### config.mk
export PLATFORM = sky130hd
export DESIGN_NAME = mul_iter
export DESIGN_NICKNAME = d
export VERILOG_FILES = /design/src/rtl/mul_iter.sv
export SDC_FILE = /design/constraint.sdc
export NUM_CORES = 1
export LEC_CHECK = 0
export CAP_MARGIN = 20
export CORE_MARGIN = 2
export CORE_UTILIZATION = 30
export DETAILED_ROUTE_END_ITERATION = 8
export GPL_ROUTABILITY_DRIVEN = 0
export PLACE_DENSITY = 0.47
export SLEW_MARGIN = 40
export SYNTH_ARGS = -nofsm -noshare
export SYNTH_HDL_FRONTEND = slang
export SYNTH_SLANG_ARGS = --single-unit
### constraint.sdc
create_clock -name clk -period 3.4 [get_ports clk]
set_input_delay 0.51 -clock clk [delete_from_list [all_inputs] [get_ports clk]]
set_output_delay 0.51 -clock clk [all_outputs]
set_load 0.05 [all_outputs]
### src/rtl/mul_iter.sv
`default_nettype none
// +--------------------------------------------------------------------------+
// | Module  : mul_iter                                                       |
// | Brief   : Iterative shift-add multiplier with the four RISC-V M ops:     |
// |           MUL, MULH, MULHSU and MULHU. It multiplies operand magnitudes  |
// |           one bit per cycle and applies the sign at the end.             |
// | Revision: 1.0 - initial release                                          |
// +--------------------------------------------------------------------------+
module mul_iter #(
  parameter int DATA_LEN = 32
) (
  input  logic                clk,
  input  logic                rst,
  input  logic                valid,
  input  logic [1:0]          op,
  input  logic [DATA_LEN-1:0] multiplicand,
  input  logic [DATA_LEN-1:0] multiplier,
  output logic [DATA_LEN-1:0] result,
  output logic                ready,
  output logic                busy
);

  localparam int c_CNT_W = (DATA_LEN > 1) ? $clog2(DATA_LEN) : 1;
  localparam logic [c_CNT_W-1:0] c_CNT_LAST = c_CNT_W'(DATA_LEN - 1);

  localparam logic [1:0] c_IDLE = 2'd0;
  localparam logic [1:0] c_CALC = 2'd1;
  localparam logic [1:0] c_DONE = 2'd2;

  localparam logic [1:0] c_OP_MUL    = 2'b00;
  localparam logic [1:0] c_OP_MULHU  = 2'b11;

  logic [1:0]            r_state;
  logic [1:0]            r_op;
  logic                  r_neg;
  logic [c_CNT_W-1:0]    r_cnt;
  logic [DATA_LEN-1:0]   r_mcand;
  // Multiplier bits are consumed from the LSB; product low bits fill in from the MSB.
  logic [DATA_LEN-1:0]   r_mplr;
  // One extra bit so the add carry survives until the right shift.
  logic [DATA_LEN:0]     r_acc;
  logic [DATA_LEN-1:0]   r_result;
  logic                  r_ready;

  logic                  w_a_neg;
  logic                  w_b_neg;
  logic [DATA_LEN-1:0]   w_a_mag;
  logic [DATA_LEN-1:0]   w_b_mag;
  logic [DATA_LEN-1:0]   w_addend;
  logic [DATA_LEN:0]     w_sum;
  logic [2*DATA_LEN-1:0] w_prod_mag;
  logic [2*DATA_LEN-1:0] w_prod;

  // MUL is treated as signed x signed: the low half does not depend on signedness.
  // A is signed for everything except MULHU; B is signed only for MUL/MULH.
  assign w_a_neg = (op != c_OP_MULHU) && multiplicand[DATA_LEN-1];
  assign w_b_neg = (op[1] == 1'b0) && multiplier[DATA_LEN-1];

  // Negating the most-negative value yields the same bit pattern, which is the
  // correct unsigned magnitude, so no special case is needed.
  assign w_a_mag = w_a_neg ? (~multiplicand + 1'b1) : multiplicand;
  assign w_b_mag = w_b_neg ? (~multiplier + 1'b1) : multiplier;

  assign w_addend   = r_mplr[0] ? r_mcand : '0;
  assign w_sum      = r_acc + {1'b0, w_addend};
  assign w_prod_mag = {r_acc[DATA_LEN-1:0], r_mplr};
  assign w_prod     = r_neg ? (~w_prod_mag + 1'b1) : w_prod_mag;

  // Sequencer and datapath: latch magnitudes, shift-add for DATA_LEN cycles, sign and select.
  always_ff @(posedge clk) begin
    if (rst) begin
      r_state  <= c_IDLE;
      r_op     <= 2'b00;
      r_neg    <= 1'b0;
      r_cnt    <= '0;
      r_mcand  <= '0;
      r_mplr   <= '0;
      r_acc    <= '0;
      r_result <= '0;
      r_ready  <= 1'b0;
    end else begin
      r_ready <= 1'b0;
      case (r_state)
        c_IDLE: begin
          if (valid) begin
            r_mcand <= w_a_mag;
            r_mplr  <= w_b_mag;
            r_op    <= op;
            r_neg   <= w_a_neg ^ w_b_neg;
            r_acc   <= '0;
            r_cnt   <= '0;
            r_state <= c_CALC;
          end
        end
        c_CALC: begin
          r_acc  <= {1'b0, w_sum[DATA_LEN:1]};
          r_mplr <= {w_sum[0], r_mplr[DATA_LEN-1:1]};
          r_cnt  <= r_cnt + 1'b1;
          if (r_cnt == c_CNT_LAST) begin
            r_state <= c_DONE;
          end
        end
        c_DONE: begin
          r_result <= (r_op == c_OP_MUL) ? w_prod[DATA_LEN-1:0]
                                         : w_prod[2*DATA_LEN-1:DATA_LEN];
          r_ready  <= 1'b1;
          r_state  <= c_IDLE;
        end
        default: begin
          r_state <= c_IDLE;
        end
      endcase
    end
  end

  assign result = r_result;
  assign ready  = r_ready;
  assign busy   = (r_state != c_IDLE);

endmodule
`default_nettype wire

# Word-level counts from Yosys, hierarchy flattened
# Index checks and enable logic that the tools add are counted.
[word_totals]
reg_bits = 140
elab_cells = 49
in_bits = 69
[op_classes]
add_sub_neg = 5
eq_ne = 6
n_mux = 15
bitwise = 5
n_reduce_logical = 9
[ops]
columns = ["cell", "n"]
rows = [
  ["2-to-1 mux 32 bit", 5],
  ["one-hot mux 33 bit (2 select lines)", 1],
  ["adder 32 x 1 -> 32 bit, second input constant", 2],
  ["adder 64 x 1 -> 64 bit, second input constant", 1],
  ["2-to-1 mux 64 bit", 1],
  ["inverter 32 bit", 2],
  ["inverter 64 bit", 1],
  ["one-hot mux 32 bit (2 select lines)", 1],
  ["adder 33 x 32 -> 33 bit", 1],
  ["2-to-1 mux 33 bit", 1],
  ["one-hot mux 5 bit (2 select lines)", 1],
  ["!= test 2 bit, second input constant", 3],
  ["AND reduction 2 bit", 3],
  ["adder 5 x 1 -> 5 bit, second input constant", 1],
  ["equality test 5 bit, second input constant", 1],
  ["2-to-1 mux 5 bit", 1],
  ["zero test 2 bit", 2],
  ["2-to-1 mux 2 bit", 2],
  ["one-hot mux 2 bit (2 select lines)", 1],
  ["nonzero test 2 bit", 2],
  ["equality test 2 x 1 -> 1 bit, second input constant", 1],
  ["equality test 2 bit, second input constant", 1],
  ["logical AND 1 bit", 2],
  ["2-to-1 mux 1 bit", 1],
  ["2 further kinds", 2],
]

# Depth between registers and ports, before layout
[logic_depth]
depth_word = 5
mapped_depth = 14

# Worst setup path after synthesis
# OpenSTA, ideal clock, no wires.
[synth_path]
kind = "reg-to-reg"
startpoint = "register r_mplr[0]"
endpoint = "register r_result[26] (netlist: result[26])"
slack_ns = 0.025
required_ns = 3.283
path_stages_with_launch = 15
arrival_time_ns = 3.258
synth_period_minus_slack_ns = 3.375
path_buffers = 4
setup_ns = 0.117
path_cell_list = "dfxtp_1 -> clkbuf_1 -> clkbuf_1 -> inv_1 -> ha_1 -> or3b_2 -> clkbuf_1 -> or3_4 -> or4_4 -> buf_6 -> nor3_2 -> mux2_1 -> a21oi_1 -> o211ai_1 -> a22o_1"
[synth_between]
elab_chain_cells = 4
[synth_rtl]
columns = ["element", "line", "rtl"]
rows = [
  ["start, declared", "39", "logic [DATA_LEN-1:0] r_mplr;"],
  ["start signal, assigned", "87", "r_mplr <= w_b_mag;"],
  ["start signal, assigned", "97", "r_mplr <= {w_sum[0], r_mplr[DATA_LEN-1:1]};"],
  ["inverter 64 bit", "67", "assign w_prod = r_neg ? (~w_prod_mag + 1'b1) : w_prod_mag;"],
  ["adder 64 x 1 -> 64 bit", "67", ""],
  ["2-to-1 mux 64 bit", "67", ""],
  ["2-to-1 mux 32 bit", "104", "r_result <= (r_op == c_OP_MUL) ? w_prod[DATA_LEN-1:0]"],
  ["end signal, assigned", "104", ""],
  ["end, declared", "42", "logic [DATA_LEN-1:0] r_result;"],
]
# No other way between the ends.
# A chain may end at the register's enable or synchronous reset.

# Final worst setup path
[layout_path]
startpoint = "register r_mplr[0]"
endpoint = "register r_result[28] (netlist: result[28])"
# The elaborated chain is that of the path after synthesis.

==> results.py <==
metrics = {
    "outcome": {
        "status": "complete, no violations",
    },
    "detailed_routing": {
        "drt_wl_total_um": 37050,
        "drt-vias-per-instance": 5.386,
        "wire_per_inst_um": 18.96,
        "drc": 0,
        "drtIter0Drc": 872,
        "antenna_left": 0,
        "vias": 10530,
        "first_pass_iters": 5,
    },
    "clock_tree": {
        "cts_tree": "built",
        "postCtsSetupBuffers": 0,
        "cts_sinks": 139,
        "hold_buffers": 0,
        "htree_levels": 4,
        "insertion_delay_ns": 0.44,
        "cts.path.max_buffers": 2,
        "numCtsBuffers": 17,
        "clkTransAtPathRegs_ns": 0.06,
        "clockRootBuffer": "clkbuf_16",
    },
    "finish": {
        "fin_cells": 1954,
        "area_growth_pct": 24.52,
        "nNetsFinal": 1600,
        "diodes": 0,
        "multi_input_area_um2": 7076,
        "fin_util": 0.3812,
        "register_area_um2": 2784,
        "fillers": 3568,
        "drive_above_1_share": 0.1135,
    },
    "timing": {
        "rsz0062_at_grt": "false",
        "skew_ns": 0.01308,
        "timing_max_transition_violations_final": 0,
        "setup_viol_count_final": 0,
        "finalCriticalPeriod_ns": 3.290,
        "period_share": 0.9676,
        "holdWs_ns": 0.3328,
        "finalSetupTns_ns": 0,
        "finalHoldViolCount": 0,
        "worst_pin_slew_ns": 0.8252,
        "achievable-frequency_ghz": 0.3040,
        "layout_setup_ws_ns": 0.1100,
        "slew-limit-headroom": 0.4429,
    },
    "grt": {
        "antenna_found_initial": 0,
        "first_global_vias": 9928,
        "grt_max_degree": 58,
        "grt_first_pass_wirelength_um": 57580,
        "grt.total_usage": 0.2048,
        "grt-ovfl-total": 0,
    },
    "worst_setup_path": {
        "crit_fanout": 6,
        "r2r_slack_ns": 0.11,
        "reg2regPathDepth": 13,
        "start_kind": "register",
        "critPathKind": "reg2reg",
        "worstPathRequired_ns": 3.71,
        "end_kind": "register",
        "arrival_ns": 3.60,
    },
    "yosys": {
        "yosysUniqueCellTypes": 86,
        "yosys_warnings": 0,
        "synth_edf_count": 0,
        "avgSynthCellArea_um2": 7.520,
        "yosysTopAreaCellShare": 0.2697,
        "synth-main-ff-cell": "dfxtp_1",
        "synth_top_area_cell": "dfxtp_1",
        "synth_area_leaders": "dfxtp_1 (27%), a21oi_1 (5.6%), nand2_1 (5.4%), xnor2_1 (5.2%), nor2_1 (4.6%)",
        "yosys-top-cells-count": "nand2_1 (149), dfxtp_1 (139), nor2_1 (126), a21oi_1 (116), o21ai_0 (84)",
        "synth_cells": 1372,
        "synthesis.area_um2": 10320,
        "async_flop_share": 0,
        "ys_seq_area_frac": 0.2697,
        "yosysMostFrequentCell": "nand2_1",
        "synth_nets": 1479,
        "ys_seq_elements": 139,
    },
    "pwr": {
        "vdd_drop_max_mv": 0.3750,
        "cellPowerDensity_nw_per_um2": 381.3,
        "p_leak_nw": 4.838,
    },
    "floorplanning": {
        "die_area_um2": 35890,
        "io_pins": 103,
        "core_um2": 33700,
        "die_height_um": 189.5,
        "die_x_um": 189.5,
        "rows": 67,
        "start_util": 0.3062,
    },
    "placement": {
        "dpl.cell_count": 1922,
        "io_buffer_count": 102,
        "hpwl_um": 28750,
        "dp_slack_ns": 0.09885,
    },
    "worst_hold_path": {
        "hp-class": "in2reg",
        "hold_depth": 2,
    },
    "flow_run": {
        "cap_violations": 0,
    },
}
==> metal layers <==
metal	global-route usage	up-vias	share of wire
met5	0	-	0
met4	0.06738	0	0.024
met3	0.02614	49	0.046
met2	0.2964	285	0.41
met1	0.3097	4935	0.52
li1	-	5256	-
==> final cells by class <==
class	count	share of cell area
Inverter	23	0.006720
Multi-Input combinational cell	1117	0.5507
Tap cell	448	0.04363
Clock inverter	13	0.01315
Sequential cell	139	0.2167
Timing Repair Buffer	195	0.1346
Clock buffer	19	0.03448
==> placed cells by master, fill, tap and decap left out, types with 14 or more instances in the layout <==
master	Yosys	routed
a22oi_1	31	31
buf_4	1	93
xnor2_1	61	61
ha_1	37	37
nand2_1	149	149
nand3_1	43	43
o21ai_0	84	84
a211oi_1	34	34
xor2_1	52	52
clkdlybuf4s50_1	0	101
nor3_1	46	45
inv_1	23	23
nand2b_1	16	15
nor2_1	126	124
o22ai_1	17	17
clkbuf_16	0	17
o31ai_1	24	24
a21oi_1	116	115
nor4_1	14	14
or4_1	15	15
and2_1	37	36
dfxtp_1	139	138
or3_1	21	21
==> path summary, 6_finish.rpt <==
kind	from	to
setup / recovery	r_mplr[0]$_SDFFE_PP0P_	result[28]$_SDFFE_PP0P_
hold / removal	rst	result[15]$_SDFFE_PP0P_
hold reg to reg	r_mcand[26]$_SDFFE_PP0P_	r_mcand[26]$_SDFFE_PP0P_
setup reg to reg	r_mplr[0]$_SDFFE_PP0P_	result[28]$_SDFFE_PP0P_
==> power by group <==
group	internal [mW]	switching, mW
combinational	0.452	0.678
clock	1.18	0.814
sequential	1.70	0.0729
total	3.33	1.56
==> repair_timing <==
| action | 4_1_cts | 5_1_grt |
|---|---|---|
| setup endpoints to repair | 0 | 4 |
| endpoints found under the hold margin | 0 | 0 |
| gates resized for setup | 0 | 4 |
==> state kept, by name, indices dropped and copies added (netlist names), 2 cells and up <==
| name | flops |
|---|---|
| r_acc | 32 |
| r_cnt | 5 |
| r_mcand | 32 |
| r_mplr | 32 |
| r_op | 2 |
| r_state | 2 |
| result | 32 |
==> stage by stage <==
step	total power [mW]	area [um^2]
6_report	4.899	12850
5_1_grt	5.116	12850
4_1_cts	4.915	12820
3_5_place_dp	2.930	12210
3_3_place_gp	2.925	12200
2_1_floorplan	2.493	10320
==> worst max-delay path: stages (launching register included) <==
cell      delay [ns]
dfxtp_1         0.34
buf_4           0.16
inv_1           0.06
ha_1            0.18
or3b_2          0.48
or3_4           0.37
or4_4           0.57
buf_4           0.20
nor2_4          0.09
mux2i_1         0.19
o221ai_1        0.12
nor3_1          0.22
buf_4           0.16
nor3_1          0.04
==> cell families (layout without fill, tap and decap cells) <==
| logic type | count (synthesis) | in the layout | share of synthesized area |
|---|---|---|---|
| AOI/OAI and AO/OA | 419 | 419 | 0.2663 |
| xor gates and xnor gates | 113 | 113 | 0.09593 |
| adders and majority gates | 38 | 38 | 0.04681 |
| buffers and inverters | 116 | 250 | 0.04948 |
| DFF | 139 | 139 | 0.2697 |
| muxes | 10 | 10 | 0.009944 |
| and+or+nand+nor | 537 | 537 | 0.2618 |
Power figures use the tool's default switching activity.
